`src/rtl/seq_det_pkg.sv`:
```
// seq_det_pkg: shared types and width helpers for the sequence-scan controller
package seq_det_pkg;
  typedef enum logic [1:0] {IDLE, LOAD, SHIFT} scan_state_t;
  function automatic int len_w(input int max_len);
    return $clog2(max_len) + 1;
  endfunction
endpackage

```
`src/rtl/seq_scan_controller_if.sv`:
```
// seq_scan_controller_if: valid/ready word stream into the scan controller
interface seq_scan_controller_if #(parameter int WORD_W = 8);
  logic              valid;
  logic              ready;
  logic [WORD_W-1:0] data;
  modport master(output valid, data, input ready);
  modport slave(input valid, data, output ready);
endinterface

```
`src/rtl/seq_pattern_matcher.sv`:
```
// seq_pattern_matcher: serial history and programmable-length pattern compare
module seq_pattern_matcher #(
  parameter int MAX_PAT_LEN = 8,
  parameter int LEN_W = 4
) (
  input  logic                   clk,
  input  logic                   reset,
  input  logic                   en,
  input  logic                   bit_in,
  input  logic [MAX_PAT_LEN-1:0] pattern,
  input  logic [LEN_W-1:0]       len,
  input  logic                   overlap,
  input  logic                   clr,
  output logic                   match
);
  logic [MAX_PAT_LEN-1:0] hist, hist_next, mask;
  logic [MAX_PAT_LEN:0]   mask_w;
  logic [LEN_W-1:0]       fill, fill_next;
  // match looks at the history including the bit being shifted this cycle
  always_comb begin
    hist_next = {hist[MAX_PAT_LEN-2:0], bit_in};
    fill_next = fill == LEN_W'(MAX_PAT_LEN) ? fill : fill + LEN_W'(1);
    mask_w = ((MAX_PAT_LEN+1)'(1) << len) - (MAX_PAT_LEN+1)'(1);
    mask = mask_w[MAX_PAT_LEN-1:0];
    match = en && fill_next >= len && ((hist_next ^ pattern) & mask) == '0;
  end
  always_ff @(posedge clk or negedge reset) begin
    if (!reset) begin
      hist <= '0;
      fill <= '0;
    end else if (clr) begin
      hist <= '0;
      fill <= '0;
    end else if (en) begin
      hist <= hist_next;
      fill <= match && !overlap ? '0 : fill_next;
    end
  end
endmodule

```
`src/rtl/seq_scan_controller.sv`:
```
// seq_scan_controller: serialises streamed words into a programmable pattern matcher
module seq_scan_controller
  import seq_det_pkg::*;
#(
  parameter int WORD_W = 8,
  parameter int MAX_PAT_LEN = 8,
  parameter int CNT_W = 8,
  parameter int LEN_W = len_w(MAX_PAT_LEN)
) (
  input  logic                   clk,
  input  logic                   reset,
  input  logic                   cfg_we,
  input  logic [MAX_PAT_LEN-1:0] cfg_pattern,
  input  logic [LEN_W-1:0]       cfg_len,
  input  logic                   cfg_overlap,
  input  logic                   start,
  input  logic                   stop,
  seq_scan_controller_if.slave   s,
  output logic                   busy,
  output logic                   match_pulse,
  output logic [CNT_W-1:0]       match_count,
  output logic                   cfg_err
);
  localparam int IDX_W = $clog2(WORD_W);
  scan_state_t            state;
  logic [WORD_W-1:0]      word;
  logic [IDX_W-1:0]       bit_idx;
  logic                   stop_pending, ovl, match, last, hs, cfg_ok;
  logic [MAX_PAT_LEN-1:0] pat;
  logic [LEN_W-1:0]       len;
  assign last = state == SHIFT && bit_idx == '0;
  assign s.ready = state == LOAD || (last && !stop_pending && !stop);
  assign hs = s.valid && s.ready;
  assign busy = state != IDLE;
  assign cfg_ok = cfg_len != '0 && cfg_len <= LEN_W'(MAX_PAT_LEN);
  seq_pattern_matcher #(.MAX_PAT_LEN(MAX_PAT_LEN), .LEN_W(LEN_W)) u_matcher (
    .clk(clk),
    .reset(reset),
    .en(state == SHIFT),
    .bit_in(word[bit_idx]),
    .pattern(pat),
    .len(len),
    .overlap(ovl),
    .clr(state == IDLE && start),
    .match(match)
  );
  always_ff @(posedge clk or negedge reset) begin
    if (!reset) begin
      state <= IDLE;
      word <= '0;
      bit_idx <= '0;
      stop_pending <= 1'b0;
      pat <= '0;
      len <= LEN_W'(1);
      ovl <= 1'b1;
      match_pulse <= 1'b0;
      match_count <= '0;
      cfg_err <= 1'b0;
    end else begin
      match_pulse <= match;
      if (match && match_count != '1) match_count <= match_count + CNT_W'(1);
      if (busy && cfg_we) cfg_err <= 1'b1;
      case (state)
        IDLE:
          if (start) begin
            state <= LOAD;
            match_count <= '0;
            cfg_err <= 1'b0;
            stop_pending <= 1'b0;
          end else if (cfg_we) begin
            if (cfg_ok) begin
              pat <= cfg_pattern;
              len <= cfg_len;
              ovl <= cfg_overlap;
            end else cfg_err <= 1'b1;
          end
        LOAD:
          if (hs) begin
            word <= s.data;
            bit_idx <= IDX_W'(WORD_W - 1);
            stop_pending <= stop;
            state <= SHIFT;
          end else if (stop) state <= IDLE;
        SHIFT: begin
          bit_idx <= bit_idx - IDX_W'(1);
          if (stop) stop_pending <= 1'b1;
          // last bit: honour stop, or reload for back-to-back words
          if (last) begin
            if (stop_pending || stop) begin
              state <= IDLE;
              stop_pending <= 1'b0;
            end else if (hs) begin
              word <= s.data;
              bit_idx <= IDX_W'(WORD_W - 1);
            end else state <= LOAD;
          end
        end
        default: state <= IDLE;
      endcase
    end
  end
endmodule

```
`src/flat_wrapper.sv`:
```
// flat-port wrapper written by rule: the top's interface ports become plain ports
module seq_scan_controller_flat import seq_det_pkg::*;
#(
  parameter int WORD_W = 8,
  parameter int MAX_PAT_LEN = 8,
  parameter int CNT_W = 8,
  parameter int LEN_W = len_w(MAX_PAT_LEN)
)
  (clk, reset, cfg_we, cfg_pattern, cfg_len, cfg_overlap, start, stop, busy, match_pulse, match_count, cfg_err, s_valid, s_data, s_ready);
  seq_scan_controller_if #(.WORD_W(WORD_W)) s_i ();
  input  logic clk;
  input  logic reset;
  input  logic cfg_we;
  input  logic [MAX_PAT_LEN-1:0] cfg_pattern;
  input  logic [LEN_W-1:0] cfg_len;
  input  logic cfg_overlap;
  input  logic start;
  input  logic stop;
  output logic busy;
  output logic match_pulse;
  output logic [CNT_W-1:0] match_count;
  output logic cfg_err;
  input wire logic [$bits(s_i.valid)-1:0] s_valid;
  input wire logic [$bits(s_i.data)-1:0] s_data;
  output wire logic [$bits(s_i.ready)-1:0] s_ready;
  assign s_i.valid = s_valid;
  assign s_i.data = s_data;
  assign s_ready = s_i.ready;
  seq_scan_controller #(.WORD_W(WORD_W), .MAX_PAT_LEN(MAX_PAT_LEN), .CNT_W(CNT_W), .LEN_W(LEN_W)) u_core (.clk(clk), .reset(reset), .cfg_we(cfg_we), .cfg_pattern(cfg_pattern), .cfg_len(cfg_len), .cfg_overlap(cfg_overlap), .start(start), .stop(stop), .s(s_i), .busy(busy), .match_pulse(match_pulse), .match_count(match_count), .cfg_err(cfg_err));
endmodule
```
`config.mk`:
```
export PLATFORM = sky130hd
export DESIGN_NAME = seq_scan_controller_flat
export DESIGN_NICKNAME = d
export VERILOG_FILES = /design/src/rtl/seq_det_pkg.sv /design/src/rtl/seq_scan_controller_if.sv /design/src/rtl/seq_pattern_matcher.sv /design/src/rtl/seq_scan_controller.sv /design/src/flat_wrapper.sv
export SDC_FILE = /design/constraint.sdc
export NUM_CORES = 1
export LEC_CHECK = 0
export CORE_MARGIN = 2
export CORE_UTILIZATION = 57
export CTS_CLUSTER_DIAMETER = 50
export CTS_CLUSTER_SIZE = 30
export DETAILED_ROUTE_END_ITERATION = 6
export GPL_ROUTABILITY_DRIVEN = 1
export PLACE_DENSITY_LB_ADDON = 0.15
export SLEW_MARGIN = 25
export SYNTH_ARGS = -nofsm -noshare
export SYNTH_HDL_FRONTEND = slang
export SYNTH_SLANG_ARGS = --single-unit
```
`constraint.sdc`:
```
create_clock -name clk -period 7.5 [get_ports clk]
set_input_delay 1.875 -clock clk [delete_from_list [all_inputs] [get_ports clk]]
set_output_delay 1.875 -clock clk [all_outputs]
set_load 0.01 [all_outputs]
```
==> flow_summary.toml, run 1 <==
[run_status]
status = "completed"

[routing]
num_vias = 2141
firstDrtPassIters = 4
viasPerCell = 5.93
drc_errors = 0
wl_per_cell_um = 15.8
drt-initial-drc-count = 132
ant_nets = 0
routed_wl_um = 5710

[pwr]
ir_drop_uv = 204
power_density_nw_per_um2 = 296
p_leak_nw = 1.45
power.total_mw = 0.965

[finish]
drive_above_1_share_pct = 13.0
seq_area_um2 = 1200
nets = 347
nFillCells = 356
area_growth_pct = 18.3
diodes = 0
multi_input_area_um2 = 1450

[yosys]
synth_edf_count = 0
ys_top_cells_by_area = "dfrtp_1 (42%), mux2_2 (7.4%), ha_1 (6.4%), mux2i_1 (3.3%), nor2_1 (2.9%)"
synth_fp_nets = 310
ys_types = 51
seq_area_frac_synth_pct = 43.7
syn_inst = 269
async_reset_ff_share_pct = 100
ys_seq_elements = 48
synth_warnings = 0
synth_top_area_share_pct = 41.8
synth_ff_type = "dfrtp_1"
synth.largest_area_cell = "dfrtp_1"
synth_area_um2 = 2760
synth_area_per_cell_um2 = 10.2

[global_routing]
grt.total_usage_pct = 23.8
grt_max_degree = 49
gr-total-overflow = 0
antenna_found_initial = 0
grt_pass1_vias = 2151
grt_pass1_wl_um = 9850

[cts]
clk_pin_slew_ns = 0.08
cts_sinks = 48
htree_levels = 2
cts_tree = "built"
cts_resized = 0
cts_made_buffers = 5
insertion_delay_ns = 0.30
cts_buffer_depth = 2
cts_setup_buffers = 0
root_buffer = "clkbuf_8"
hold_buffers = 0

[worst_hold_path]
holdPathStages = 1
hold_path_class = "flop to flop"
holdCritStartpoint = "u_core.word[7]$_DFFE_PN0P_"
hold_end = "u_core.word[7]$_DFFE_PN0P_"

[critical_path]
r2r_end = "u_core.match_count[1]$_DFF_PN0_"
required_ns = 5.62
rrSetupSlack_ns = 4.52
endpoint_kind = "output port"
rr_worst_depth = 11
r2r-start = "u_core.len[2]$_DFFE_PN0P_"
critical_path.max_fanout = 4
critPathKind = "input port to output port"
worstPathArrival_ns = 3.39
worstSetupStartpointType = "input port"

[sta]
whs_ns = 0.510
rsz0062_at_grt = "false"
setup_tns_ns = 0
worst_slew_pin_slew_ns = 0.754
final-setup-viol-count = 0
period_needed_ns = 5.26
finalCritPeriodShare_pct = 70.2
hold_viol_final = 0
fmax_mhz = 190
maxSlewViolCount = 0
slew_headroom_pct = 49.7
final.setup_skew_ns = 0.00374

[placed_design]
dpl.hpwl_um = 4280
place_congestion = 0.858
port_buffers = 38

[floorplan]
ioPinCount = 39
die_y_um = 73.5
core_um2 = 4690
start_util_pct = 58.7
rows = 25
die_area_um2 = 5410
die_width_um = 73.5

[flow_run]
maxCapViolations = 0
## cell usage after synthesis, types with 2 or more instances
cell      instances
a21o_1            2
a21oi_1          12
a31o_2            3
a31oi_1           2
a32o_1            4
a41o_1            2
a41oi_1           2
and2_1            3
and3_1            7
clkbuf_1          7
dfrtp_1          46
dfstp_2           2
ha_1             14
inv_1            17
mux2_1            3
mux2_2           18
mux2i_1           9
nand2_1          20
nand2b_1          6
nand3_1           8
nand3b_1          2
nand4_1           2
nor2_1           21
nor2b_1           2
nor3_1            6
nor4b_1           2
o21ai_0          11
o221ai_1          2
o31ai_1           3
xnor2_1           7
xor2_1            4
## kinds of logic (layout without fill, tap and decap cells)
group	Yosys count	in the layout	synth area share (%)
AOI/OAI and AO/OA	54	54	13.9
DFF	48	48	43.7
xor gates and xnor gates	12	12	4.09
muxes	32	32	13.2
adders and majority gates	14	14	6.36
and+or+nand+nor	83	83	14.9
buffers and inverters	26	64	3.86
## power by group
group | switching, mW | internal, mW | leakage [nW]
registers | 0.0716 | 0.339 | 0.603
logic | 0.199 | 0.199 | 0.798
clock network | 0.0835 | 0.0737 | 0.0510
total | 0.354 | 0.611 | 1.45
## critical path: stages
cell,delay (ns)
clkdlybuf4s50_1,0.46
nor3_1,0.34
nand2_1,0.11
nand2_1,0.08
clkdlybuf4s50_1,0.53
## state kept, by name, summed over array words and instances, names as in the netlist
name and flops:
u_core.match_count 8, u_core.pat 8, u_core.word 8, u_core.u_matcher.hist 7
u_core.len 4, u_core.u_matcher.fill 4, u_core.bit_idx 3, u_core.state 2
u_core.cfg_err 1, u_core.match_pulse 1, u_core.ovl 1, u_core.stop_pending 1
## stage by stage
stage	util, %	cells	cell area [um2]	worst slack (ns)
floorplan	-	269	2760	3.29
global placement	67.4	353	3160	2.29
detailed placement	67.5	353	3170	2.26
CTS	69.5	361	3260	2.25
global route	69.5	361	3260	2.12
finish	69.5	361	3260	2.24
## cell type report
type	count	area share [%]
Timing Repair Buffer	39	11.8
Inverter	17	1.96
Clock buffer	6	2.53
Tap cell	54	2.07
Clock inverter	2	0.307
Multi-Input combinational cell	195	44.4
Sequential cell	48	36.9
## layer usage
metal,vias up,global-route usage (%),part of all wire (%)
met3,9,4.66,3.2
met5,-,0,0
met4,0,6.87,1.5
li1,1041,-,-
met2,44,41.9,51
met1,1047,29.6,44
## how the worst max path moves through the flow
stage	start	to	slack, ns	cells past startpoint
detailed placement	stop	s_ready	2.26	5
global placement	stop	s_ready	2.29	5
finish	stop	s_ready	2.24	5
global route	stop	s_ready	2.12	5
CTS	stop	s_ready	2.25	5
floorplan	stop	s_ready	3.29	3
## cell usage in the layout (no fill, tap or decap), types with 2 or more instances in the layout
cell type and instances:
clkdlybuf4s50_1 37, clkbuf_8 6, dfrtp_1 46, o31ai_1 3, xnor2_1 7, and3_1 7
o221ai_1 2, buf_4 2, nor4b_1 2, nand3_1 8, nand4_1 2, mux2_1 3
nand2_1 20, dfstp_2 2, and2_1 3, mux2i_1 9, a41oi_1 2, mux2_2 18
a32o_1 4, nand2b_1 6, a31o_2 3, xor2_1 4, a21o_1 2, nor3_1 6
inv_1 17, nand3b_1 2, a41o_1 2, nor2_1 20, ha_1 14, nor2b_1 2
o21ai_0 11, clkinv_2 2, a21oi_1 12, a31oi_1 2
No activity file was read; power rests on OpenSTA's default activity.
==> inputs of run 2 (changes only) <==
Settings changed: CORE_UTILIZATION 57 to 49.
Clock period 7.5 ns to 4.6 ns, I/O delays scaled along.
==> run 2 against run 1 <==
Via count decreased by 2.7%; sequential share of layout area decreased by 0.31 points; register-to-register slack got worse by 2.8 ns; worst hold slack improved by 0.0014 ns; cell count increased by 5.3%; critical path type unchanged; largest cell class unchanged; highest routed layer unchanged.
==> flow_summary.toml, run 2 (same netlist as run 1, synthesis figures left out) <==
[run_status]
status = "completed"

[worst_hold_path]
holdPathStages = 1
hold_path_class = "flop to flop"

[global_routing]
grt_pass1_vias = 2052
grt_max_degree = 49
gr-total-overflow = 0
grt_pass1_wl_um = 9690
grt.total_usage_pct = 19.6
antenna_found_initial = 0

[finish]
diodes = 0
drive_above_1_share_pct = 13.0
mostFrequentLayoutCells = "dfrtp_1 (46), clkdlybuf4s50_1 (37), nor2_1 (21)"
fin_area_um2 = 3290
final_common_cell = "dfrtp_1"
area_growth_pct = 19.3
nets = 348
top_regs = "u_core.match_count x8, u_core.pat x8, u_core.word x8"

[sta]
final-setup-viol-count = 0
period_needed_ns = 3.77
hold_viol_final = 0
rsz0062_at_grt = "false"
worst_slew_pin_slew_ns = 0.788
finalCritPeriodShare_pct = 82.0
slew_headroom_pct = 47.5
setup_tns_ns = 0
maxSlewViolCount = 0
fmax_mhz = 265
final.setup_skew_ns = 0.0118

[critical_path]
rr_worst_depth = 11
worstSetupStartpointType = "input port"
required_ns = 3.45
critical_path.max_fanout = 4
worstPathArrival_ns = 2.62
endpoint_kind = "output port"
critPathKind = "input port to output port"

[routing]
viasPerCell = 5.48
num_vias = 2083
drt-initial-drc-count = 133
wl_per_cell_um = 14.8
ant_nets = 0
routed_wl_um = 5640
drc_errors = 0
firstDrtPassIters = 4

[floorplan]
start_util_pct = 50.3
rows = 27
die_y_um = 79.0
die_width_um = 79.0
ioPinCount = 39
die_area_um2 = 6240
core_um2 = 5470

[cts]
cts_made_buffers = 5
cts_resized = 0
htree_levels = 2
clk_pin_slew_ns = 0.10
hold_buffers = 0
insertion_delay_ns = 0.30
cts_buffer_depth = 2
root_buffer = "clkbuf_8"
cts_setup_buffers = 0
cts_sinks = 48
cts_tree = "built"

[flow_run]
maxCapViolations = 0

[placed_design]
place_congestion = 0.864
place_area_um2 = 3200
port_buffers = 38
dpl.hpwl_um = 4180

[pwr]
ir_drop_uv = 239
p_leak_nw = 1.45
power_density_nw_per_um2 = 475
==> run 2: cell count changes in the layout (fill, tap and decap cells not counted) <==
cell,before,now
nor2_1,20,21
clkinv_2,2,0
clkbuf_8,6,5
clkinv_4,0,1
nor2_2,1,0
buf_4,2,3
clkinvlp_4,0,2
==> run 2: critical path: stages <==
cell and delay (ns):
clkdlybuf4s50_1 0.46, nor3_1 0.30, nand2_1 0.11, nand2_1 0.08, clkdlybuf4s50_1 0.53
==> run 2: power breakdown <==
group | total, mW | internal (mW) | switching, mW | leakage [nW]
clock network | 0.255 | 0.108 | 0.147 | 0.0404
logic | 0.639 | 0.325 | 0.315 | 0.804
registers | 0.666 | 0.552 | 0.114 | 0.603
==> run 2: per-stage QoR <==
stage | std cells | power [mW] | utilization, % | hold WS [ns] | setup WS, ns
final | 380 | 1.56 | 60.1 | 0.512 | 0.829
after floorplan | 269 | 1.13 | - | 0.473 | 1.84
after global placement | 372 | 1.30 | 58.3 | 0.487 | 0.843
after global routing | 380 | 1.69 | 60.1 | 0.529 | 0.705
after CTS | 380 | 1.58 | 60.1 | 0.515 | 0.826
after detailed placement | 372 | 1.32 | 58.4 | 0.492 | 0.832
==> run 2: layout make-up <==
cell class	count	area, um2
clock buffers	5	68.8
inverters	17	63.8
clock inverters	3	23.8
multi-input cells	195	1450
well taps	72	90.1
repair buffers	40	393
fillers	474	2180
flip-flops and latches	48	1200
==> run 2: layer usage <==
metal	GRT usage, %	routed length, um	vias to the layer above
met5	0	0	-
met4	4.66	74	0
met3	4.09	207	12
met2	32.7	2690	43
met1	26.1	2660	985
li1	-	-	1043
==> run 2: path summary, 6_finish.rpt <==
| kind | from | end | slack, ns |
|---|---|---|---|
| setup / recovery | stop | s_ready | 0.83 |
| hold / removal | u_core.word[1]$_DFFE_PN0P_ | u_core.word[1]$_DFFE_PN0P_ | 0.51 |
| setup reg to reg | u_core.len[3]$_DFFE_PN0P_ | u_core.match_count[1]$_DFF_PN0_ | 1.71 |
| hold reg to reg | u_core.word[1]$_DFFE_PN0P_ | u_core.word[1]$_DFFE_PN0P_ | 0.51 |
| max in group asynchronous | reset | u_core.match_count[0]$_DFF_PN0_ | 3.32 |
| min in group asynchronous | reset | u_core.match_count[7]$_DFF_PN0_ | 0.85 |
